### config.mk
export PLATFORM = sky130hd
export DESIGN_NAME = axi_trace_replayer
export DESIGN_NICKNAME = d
export VERILOG_FILES = /design/src/rtl/axi_trace_replayer.sv
export SDC_FILE = /design/constraint.sdc
export NUM_CORES = 1
export LEC_CHECK = 0
export CAP_MARGIN = 10
export CORE_AREA = 3 3 191 193
export DETAILED_ROUTE_END_ITERATION = 8
export DIE_AREA = 0 0 194 196
export SLEW_MARGIN = 20
export SYNTH_ARGS = -nofsm -noshare
export SYNTH_HDL_FRONTEND = slang
export SYNTH_SLANG_ARGS = --single-unit
### constraint.sdc
create_clock -name clk_i -period 4.5 [get_ports clk_i]
set_clock_uncertainty 0.05 [all_clocks]
set_input_delay 0.675 -clock clk_i [delete_from_list [all_inputs] [get_ports clk_i]]
set_output_delay 0.675 -clock clk_i [all_outputs]
set_load 0.02 [all_outputs]
### src/rtl/axi_trace_replayer.sv
// rtl/axi_trace_replayer.sv - replays AXI descriptors onto an AXI bus; optional AXI_REPLAY_RESP_CHECK_EN response checking
package axi_trace_replayer_pkg;
    localparam int unsigned ADDR_W = 32;
    localparam int unsigned DATA_W = 64;
    localparam int unsigned ID_W   = 4;
    localparam int unsigned USER_W = 1;

    typedef struct packed {
        logic [ID_W-1:0]   id;
        logic [ADDR_W-1:0] addr;
        logic [7:0]        len;
        logic [2:0]        size;
        logic [1:0]        burst;
        logic              lock;
        logic [3:0]        cache;
        logic [2:0]        prot;
        logic [3:0]        qos;
        logic [3:0]        region;
        logic [5:0]        atop;
        logic [USER_W-1:0] user;
    } axi_aw_t;

    typedef struct packed {
        logic [ID_W-1:0]   id;
        logic [ADDR_W-1:0] addr;
        logic [7:0]        len;
        logic [2:0]        size;
        logic [1:0]        burst;
        logic              lock;
        logic [3:0]        cache;
        logic [2:0]        prot;
        logic [3:0]        qos;
        logic [3:0]        region;
        logic [USER_W-1:0] user;
    } axi_ar_t;

    typedef struct packed {
        logic [DATA_W-1:0]   data;
        logic [DATA_W/8-1:0] strb;
        logic                last;
        logic [USER_W-1:0]   user;
    } axi_w_t;

    typedef struct packed {
        logic [ID_W-1:0]   id;
        logic [1:0]        resp;
        logic [USER_W-1:0] user;
    } axi_b_t;

    typedef struct packed {
        logic [ID_W-1:0]   id;
        logic [DATA_W-1:0] data;
        logic [1:0]        resp;
        logic              last;
        logic [USER_W-1:0] user;
    } axi_r_t;

    typedef struct packed {
        axi_aw_t aw;
        logic    aw_valid;
        axi_w_t  w;
        logic    w_valid;
        logic    b_ready;
        axi_ar_t ar;
        logic    ar_valid;
        logic    r_ready;
    } axi_req_t;

    typedef struct packed {
        logic   aw_ready;
        logic   ar_ready;
        logic   w_ready;
        logic   b_valid;
        axi_b_t b;
        logic   r_valid;
        axi_r_t r;
    } axi_resp_t;
endpackage

module axi_trace_replayer #(
    parameter int unsigned AddrWidth      = 32,
    parameter int unsigned DataWidth      = 64,
    parameter int unsigned IdWidth        = 4,
    parameter int unsigned MaxOutstanding = 4,
    parameter int unsigned DelayWidth     = 16,
    parameter type axi_req_t  = axi_trace_replayer_pkg::axi_req_t,
    parameter type axi_resp_t = axi_trace_replayer_pkg::axi_resp_t
) (
    input  logic                  clk_i,
    input  logic                  rst_ni,
    input  logic                  cmd_valid_i,
    output logic                  cmd_ready_o,
    input  logic                  cmd_write_i,
    input  logic [IdWidth-1:0]    cmd_id_i,
    input  logic [AddrWidth-1:0]  cmd_addr_i,
    input  logic [7:0]            cmd_len_i,
    input  logic [2:0]            cmd_size_i,
    input  logic [1:0]            cmd_burst_i,
    input  logic [DataWidth-1:0]  cmd_data_i,
    input  logic [DelayWidth-1:0] cmd_delay_i,
    output axi_req_t              axi_req_o,
    input  axi_resp_t             axi_resp_i,
    output logic                  busy_o,
    output logic [31:0]           wr_done_o,
    output logic [31:0]           rd_done_o,
    output logic                  err_o
);
    localparam int unsigned OutW = $clog2(MaxOutstanding + 1);

    typedef enum logic [1:0] {IDLE, WAIT, ISSUE_A, W_BEATS} state_t;

    state_t                state_q, state_d;
    logic                  live_q;
    logic                  write_q;
    logic [IdWidth-1:0]    id_q;
    logic [AddrWidth-1:0]  addr_q;
    logic [7:0]            len_q;
    logic [2:0]            size_q;
    logic [1:0]            burst_q;
    logic [DataWidth-1:0]  data_q;
    logic [DelayWidth-1:0] delay_q;
    logic [7:0]            beat_q;
    logic [OutW-1:0]       wr_out_q, rd_out_q;
    logic [31:0]           wr_done_q, rd_done_q;

    logic aw_valid, ar_valid, w_valid;
    logic cmd_hs, aw_hs, ar_hs, w_hs, b_hs, r_hs, r_last_hs;
    logic wr_room, rd_room;
    logic unused_resp;

    assign wr_room   = wr_out_q < OutW'(MaxOutstanding);
    assign rd_room   = rd_out_q < OutW'(MaxOutstanding);
    assign cmd_hs    = cmd_valid_i & cmd_ready_o;
    assign aw_hs     = aw_valid & axi_resp_i.aw_ready;
    assign ar_hs     = ar_valid & axi_resp_i.ar_ready;
    assign w_hs      = w_valid & axi_resp_i.w_ready;
    // b_ready/r_ready are simply live_q, so a response handshake needs only valid
    assign b_hs      = axi_resp_i.b_valid & live_q;
    assign r_hs      = axi_resp_i.r_valid & live_q;
    assign r_last_hs = r_hs & axi_resp_i.r.last;
    assign unused_resp = ^axi_resp_i;

    always_comb begin
        state_d     = state_q;
        cmd_ready_o = 1'b0;
        aw_valid    = 1'b0;
        ar_valid    = 1'b0;
        w_valid     = 1'b0;
        case (state_q)
            IDLE: begin
                cmd_ready_o = live_q;
                if (cmd_valid_i && live_q) begin
                    state_d = (cmd_delay_i != '0) ? WAIT : ISSUE_A;
                end
            end
            WAIT: begin
                if (delay_q <= DelayWidth'(1)) state_d = ISSUE_A;
            end
            ISSUE_A: begin
                // Counters only fall while parked here, so room never disappears once valid is up
                if (write_q) begin
                    aw_valid = wr_room;
                    if (aw_valid && axi_resp_i.aw_ready) state_d = W_BEATS;
                end else begin
                    ar_valid = rd_room;
                    if (ar_valid && axi_resp_i.ar_ready) state_d = IDLE;
                end
            end
            W_BEATS: begin
                w_valid = 1'b1;
                if (axi_resp_i.w_ready && beat_q == len_q) state_d = IDLE;
            end
            default: state_d = IDLE;
        endcase
    end

    always_ff @(posedge clk_i or negedge rst_ni) begin
        if (!rst_ni) begin
            state_q   <= IDLE;
            live_q    <= 1'b0;
            write_q   <= 1'b0;
            id_q      <= '0;
            addr_q    <= '0;
            len_q     <= '0;
            size_q    <= '0;
            burst_q   <= '0;
            data_q    <= '0;
            delay_q   <= '0;
            beat_q    <= '0;
            wr_out_q  <= '0;
            rd_out_q  <= '0;
            wr_done_q <= '0;
            rd_done_q <= '0;
        end else begin
            state_q <= state_d;
            live_q  <= 1'b1;
            if (cmd_hs) begin
                write_q <= cmd_write_i;
                id_q    <= cmd_id_i;
                addr_q  <= cmd_addr_i;
                len_q   <= cmd_len_i;
                size_q  <= cmd_size_i;
                burst_q <= cmd_burst_i;
                data_q  <= cmd_data_i;
                delay_q <= cmd_delay_i;
            end else if (state_q == WAIT) begin
                delay_q <= delay_q - DelayWidth'(1);
            end
            if (aw_hs) begin
                beat_q <= '0;
            end else if (w_hs) begin
                beat_q <= beat_q + 8'd1;
            end
            if (aw_hs && !b_hs) begin
                wr_out_q <= wr_out_q + OutW'(1);
            end else if (b_hs && !aw_hs && wr_out_q != '0) begin
                wr_out_q <= wr_out_q - OutW'(1);
            end
            if (ar_hs && !r_last_hs) begin
                rd_out_q <= rd_out_q + OutW'(1);
            end else if (r_last_hs && !ar_hs && rd_out_q != '0) begin
                rd_out_q <= rd_out_q - OutW'(1);
            end
            if (b_hs)      wr_done_q <= wr_done_q + 32'd1;
            if (r_last_hs) rd_done_q <= rd_done_q + 32'd1;
        end
    end

    always_comb begin
        axi_req_o          = '0;
        axi_req_o.aw.id    = id_q;
        axi_req_o.aw.addr  = addr_q;
        axi_req_o.aw.len   = len_q;
        axi_req_o.aw.size  = size_q;
        axi_req_o.aw.burst = burst_q;
        axi_req_o.aw_valid = aw_valid;
        axi_req_o.w.data   = data_q + DataWidth'(beat_q);
        axi_req_o.w.strb   = '1;
        axi_req_o.w.last   = (beat_q == len_q);
        axi_req_o.w_valid  = w_valid;
        axi_req_o.b_ready  = live_q;
        axi_req_o.ar.id    = id_q;
        axi_req_o.ar.addr  = addr_q;
        axi_req_o.ar.len   = len_q;
        axi_req_o.ar.size  = size_q;
        axi_req_o.ar.burst = burst_q;
        axi_req_o.ar_valid = ar_valid;
        axi_req_o.r_ready  = live_q;
    end

    assign busy_o    = (state_q != IDLE) || (wr_out_q != '0) || (rd_out_q != '0);
    assign wr_done_o = wr_done_q;
    assign rd_done_o = rd_done_q;

`ifdef AXI_REPLAY_RESP_CHECK_EN
    logic err_q;
    always_ff @(posedge clk_i or negedge rst_ni) begin
        if (!rst_ni) begin
            err_q <= 1'b0;
        end else if ((b_hs && axi_resp_i.b.resp != 2'b00) || (r_hs && axi_resp_i.r.resp != 2'b00)) begin
            err_q <= 1'b1;
        end
    end
    assign err_o = err_q;
`else
    assign err_o = 1'b0;
`endif
endmodule

**Word level (Yosys, flattened, before mapping)**

Index checks and enable logic that the tools add are counted.

- Reductions and logical operators: 26
- Bitwise operators: 7
- Magnitude comparators: 3
- Shift-type cells: 0
- Equality and inequality tests: 9
- Divide/modulo/power cells: 0
- Multipliers: 0
- Add/subtract/negate cells: 9
- Muxes and demuxes: 22

Operators with widths:

| kind | number |
|---|---|
| adder 32 x 1 -> 32 bit (second input constant) | 2 |
| adder 64 x 8 -> 64 bit | 1 |
| 2-to-1 mux 16 bit | 2 |
| <= comparator 16 x 1 -> 1 bit (second input constant) | 1 |
| 2-to-1 mux 8 bit | 2 |
| nonzero test 16 bit | 1 |
| subtractor 16 x 1 -> 16 bit (second input constant) | 1 |
| 2-to-1 mux 2 bit | 7 |
| 2-to-1 mux 3 bit | 4 |
| logical AND 1 bit | 10 |
| nonzero test 2 bit | 5 |
| adder 8 x 1 -> 8 bit (second input constant) | 1 |
| == test 8 bit | 1 |
| one-hot mux 2 bit (4 select lines) | 1 |
| bitwise AND 1 bit | 7 |
| adder 3 x 1 -> 3 bit (second input constant) | 2 |
| < comparator 3 bit (second input constant) | 2 |
| 2-to-1 mux 1 bit | 6 |
| inequality test 2 bit (second input constant) | 3 |
| inequality test 3 bit (second input constant) | 2 |
| nonzero test 3 bit | 2 |
| subtractor 3 x 1 -> 3 bit (second input constant) | 2 |
| AND reduction 5 bit | 1 |
| == test 2 bit (second input constant) | 2 |
| other kinds (4) | 8 |

- Bits in writable memories: 0
- Memories kept: 0
- Memory bits (read-only): 0
- Flip-flop bits (word level): 211
- Output and inout port bits: 284
- Bits in latches: 0

**Depth between registers and ports, before layout**

- Depth in word-level cells: 9
- Depth in mapped cells: 9
- Depth with buffers taken out: 8

**Least setup slack after synthesis**

OpenSTA, ideal clock, no wires.

- Path type: register -> output
- Start point: register beat_q[0]
- End point: output axi_req_o[136] in the netlist's numbering
- Arrival: 2.526 ns
- Setup slack: 1.249 ns
- Required time: 3.775 ns
- Cell stages (with the launch flop): 9
- Cell sequence: dfrtp_1 ha_1 fa_1 a211oi_1 o21ai_0 o2111ai_1 buf_2 nor3_1 xnor2_1

RTL lines:

| what | line | source |
|---|---|---|
| start: declaration | 122 | `logic [7:0] beat_q;` |
| start signal: assignment | 212 | `beat_q <= beat_q + 8'd1;` |
| end: declaration | 101 | `output axi_req_t axi_req_o,` |

==> flow_summary_export.csv <==
group,metric,value,unit
status,status,"finished clean",
timing,layout_setup_ws,0.1984,ns
clocking,htreeDepth,1,
run,max_cap_viol_count,0,
logic_synthesis,synth_async_sr_flop_share,100.0,%
critical_path,worstSetupEndpointType,"output port",
pwr,power_frac_clock,48.0,%
timing,worst_pin_slew,1.004,ns
routing,via_per_inst,4.698,
floorplanning,die_y,196,um
final_layout,fillers,3366,
routing,vias,9707,
critical_path,crit_fanout,15,
logic_synthesis,netlist_area,0.01125,sq mm
timing,period_share,95.59,%
floorplanning,core_area,0.03471,sq mm
floorplanning,ios,501,
clocking,clkTransAtPathRegs,0.06,ns
min_path,hold_path_class,"in2async",
global_routing,grt_usage,16.97,%
global_routing,antenna_found_initial,2,
timing,setup_tns,0,ns
routing,ant_nets,0,
timing,rsz0062_at_grt,"no",
clocking,root_buffer,"clkbuf_16",
critical_path,r2r_slack,1.59,ns
logic_synthesis,synth_edf_count,0,
clocking,clockBufferDepth,3,
critical_path,crit_required,3.77,ns
timing,fmax,0.2325,GHz
final_layout,final_util,45.65,%
placed_design,gp_congestion,0.8342,
clocking,numCtsBuffers,26,
logic_synthesis,yosysWarnings,0,
timing,period_needed,4.302,ns
timing,final-hold-violation-count,0,
timing,slew_headroom,33.07,%
critical_path,cp-start-kind,"flip-flop",
critical_path,crit_type,"reg2out",
clocking,holdBufCountCts,0,
logic_synthesis,synth-main-ff-cell,"dfrtp_1",
pwr,p_sw,1.122,mW
routing,drt-total-wl,33960,um
placed_design,post-place-cells,2018,
routing,route.detailed.drc,0,
global_routing,grt_max_degree,125,
logic_synthesis,avgSynthCellArea,8.802,sq um
pwr,internal_power,3.568,mW
clocking,clk_latency,0.54,ns
pwr,swShare,23.92,%
final_layout,final_cell_count_no_fill,2066,
clocking,cts_num_sinks,211,
final_layout,nets,1824,
pwr,ir_worst_vdd,0.2637,mV
final_layout,drive_above_1_share,4.159,%
final_layout,diodes,0,
timing,setup_viol,0,
clocking,cts_tree,"yes",
floorplanning,die_area,0.03802,sq mm
final_layout,area_delta_synth_final,40.86,%
pwr,p_leak,7.290,nW
routing,dr.first_iter.drc_count,332,
timing,slew_violations,0,
floorplanning,die_w,194,um
floorplanning,initial_core_util,32.41,%
pwr,comb_power_share,9.4,%
timing,hold_slack,0.1971,ns
logic_synthesis,ys_seq_area_share,46.94,%
global_routing,grt_pass1_wl,53540,um
placed_design,place.port_buffers,372,
global_routing,grt_pass1_vias,9653,
routing,drt_first_pass_iters,5,
logic_synthesis,synthCells,1278,
routing,wl_per_cell,16.44,um
logic_synthesis,synth_seq_cells,211,
placed_design,dpl_worst_slack,0.6188,ns
logic_synthesis,ys_types,50,
pwr,p_per_area,296.0,mW/mm^2
global_routing,gr-total-overflow,0,
pwr,pwr-share-seq,42.6,%
placed_design,dp_hpwl,24800,um
critical_path,cp.arrival,3.58,ns
floorplanning,rows,68,
critical_path,r2r_cells,7,
power groups by stage:
stage	combinational [mW]	clock (mW)	sequential, mW
after detailed placement	0.446	0	2.03
after CTS	0.447	2.33	2.00
after floorplan	0.144	0	2.08
final	0.440	2.25	2.00
after global placement	0.442	0	2.03
after global routing	0.472	2.40	2.01
critical path, cell delays in order (launching register included):
cell,delay [ns]
dfrtp_1,0.46
ha_1,0.41
nand3_1,0.15
o211ai_1,0.40
o2111ai_1,0.19
buf_4,0.24
nor4_1,0.34
xor2_1,0.20
clkdlybuf4s50_1,0.65
metal layers:
layer	part of all wire [%]	track usage, %
met4	2.7	4.840
met2	48	28.49
met1	44	22.96
met3	5.0	2.473
met5	0.053	0
registers in the layout (all words and copies together), names as in the netlist, 2 cells and up:
signal     cells
size_q         3
state_q        2
data_q        64
rd_out_q       3
burst_q        2
wr_out_q       3
len_q          8
delay_q       16
beat_q         8
rd_done_o     32
wr_done_o     32
addr_q        32
id_q           4
stage by stage:
step	power, mW	area [sq um]
after floorplan	2.219	11430
after global placement	2.474	14910
after detailed placement	2.480	14910
after CTS	4.778	15840
after global routing	4.883	15850
final	4.690	15850
cells in the mapped netlist, drive strengths merged (2+ instances only):
cell / count / area, sq um
a211oi: 3 / 22.52
a21o: 4 / 30.03
a21oi: 12 / 60.06
a221o: 5 / 50.05
a31oi: 2 / 12.51
and2: 6 / 37.54
and3: 17 / 106.4
and4: 7 / 61.31
buf: 113 / 820.8
clkbuf: 31 / 116.4
conb: 2 / 7.510
dfrtp: 211 / 5280
fa: 3 / 60.06
ha: 13 / 162.7
inv: 19 / 71.32
mux2: 2 / 22.52
mux2i: 2 / 20.02
nand2: 414 / 1554
nand2b: 5 / 31.28
nand3: 39 / 195.2
nand4: 37 / 231.5
nor2: 61 / 229.0
nor2b: 3 / 18.77
nor3: 33 / 165.2
nor3b: 5 / 37.54
nor4: 26 / 181.4
o2111ai: 2 / 17.52
o211ai: 12 / 90.09
o21a: 3 / 22.52
o21ai: 20 / 100.1
o311ai: 6 / 52.55
or2: 5 / 31.28
or3: 3 / 23.77
or4: 2 / 15.01
xnor2: 77 / 674.4
xor2: 64 / 560.5
repair_timing:
item | CTS | global route
setup endpoints to repair | 0 | 23
endpoints found under the hold margin | 0 | 0
setup buffers | 0 | 0
resized for setup | 0 | 2
cells in the final DEF (no fill, tap or decap), types with 23 or more instances in the layout:
cell type        instances
clkbuf_16               26
nor3_1                  31
nand4_1                 37
conb_1                  51
nand2_1                414
nand3_1                 38
xor2_1                  64
nor2_1                  61
nor4_1                  23
clkdlybuf4s50_1        371
xnor2_1                 77
dfrtp_1                211
kinds of logic (layout without fill, tap and decap cells):
logic type | after synthesis | count (layout) | share of synthesized area [%]
fa+ha+maj | 16 | 16 | 1.980
mux | 4 | 4 | 0.3781
simple gates | 663 | 663 | 25.95
flops | 211 | 211 | 46.94
compound gates | 78 | 78 | 4.749
xor+xnor | 141 | 141 | 10.98
other cells | 2 | 51 | 0.06676
buf+inv | 163 | 447 | 8.964
final cells by class:
| cell class | instances | area (sq um) | area share, % |
|---|---|---|---|
| sequential | 211 | 5280 | 33.32 |
| multi-input combinational | 953 | 5167 | 32.61 |
| timing repair buffer | 380 | 3826 | 24.15 |
| clock buffer | 37 | 762.0 | 4.809 |
| tap | 455 | 569.3 | 3.593 |
| clock inverter | 11 | 170.2 | 1.074 |
| inverter | 19 | 71.32 | 0.4501 |
worst paths after layout:
kind                          startpoint        endpoint
hold reg to reg            wr_done_o[31]   wr_done_o[31]
hold / removal                    rst_ni         id_q[2]
min in group clk_i         wr_done_o[31]   wr_done_o[31]
max in group asynchronous         rst_ni       beat_q[4]
setup / recovery               beat_q[5]  axi_req_o[143]
setup reg to reg              state_q[1]     wr_out_q[2]
Note: power is estimated with default switching activity, not from simulation.
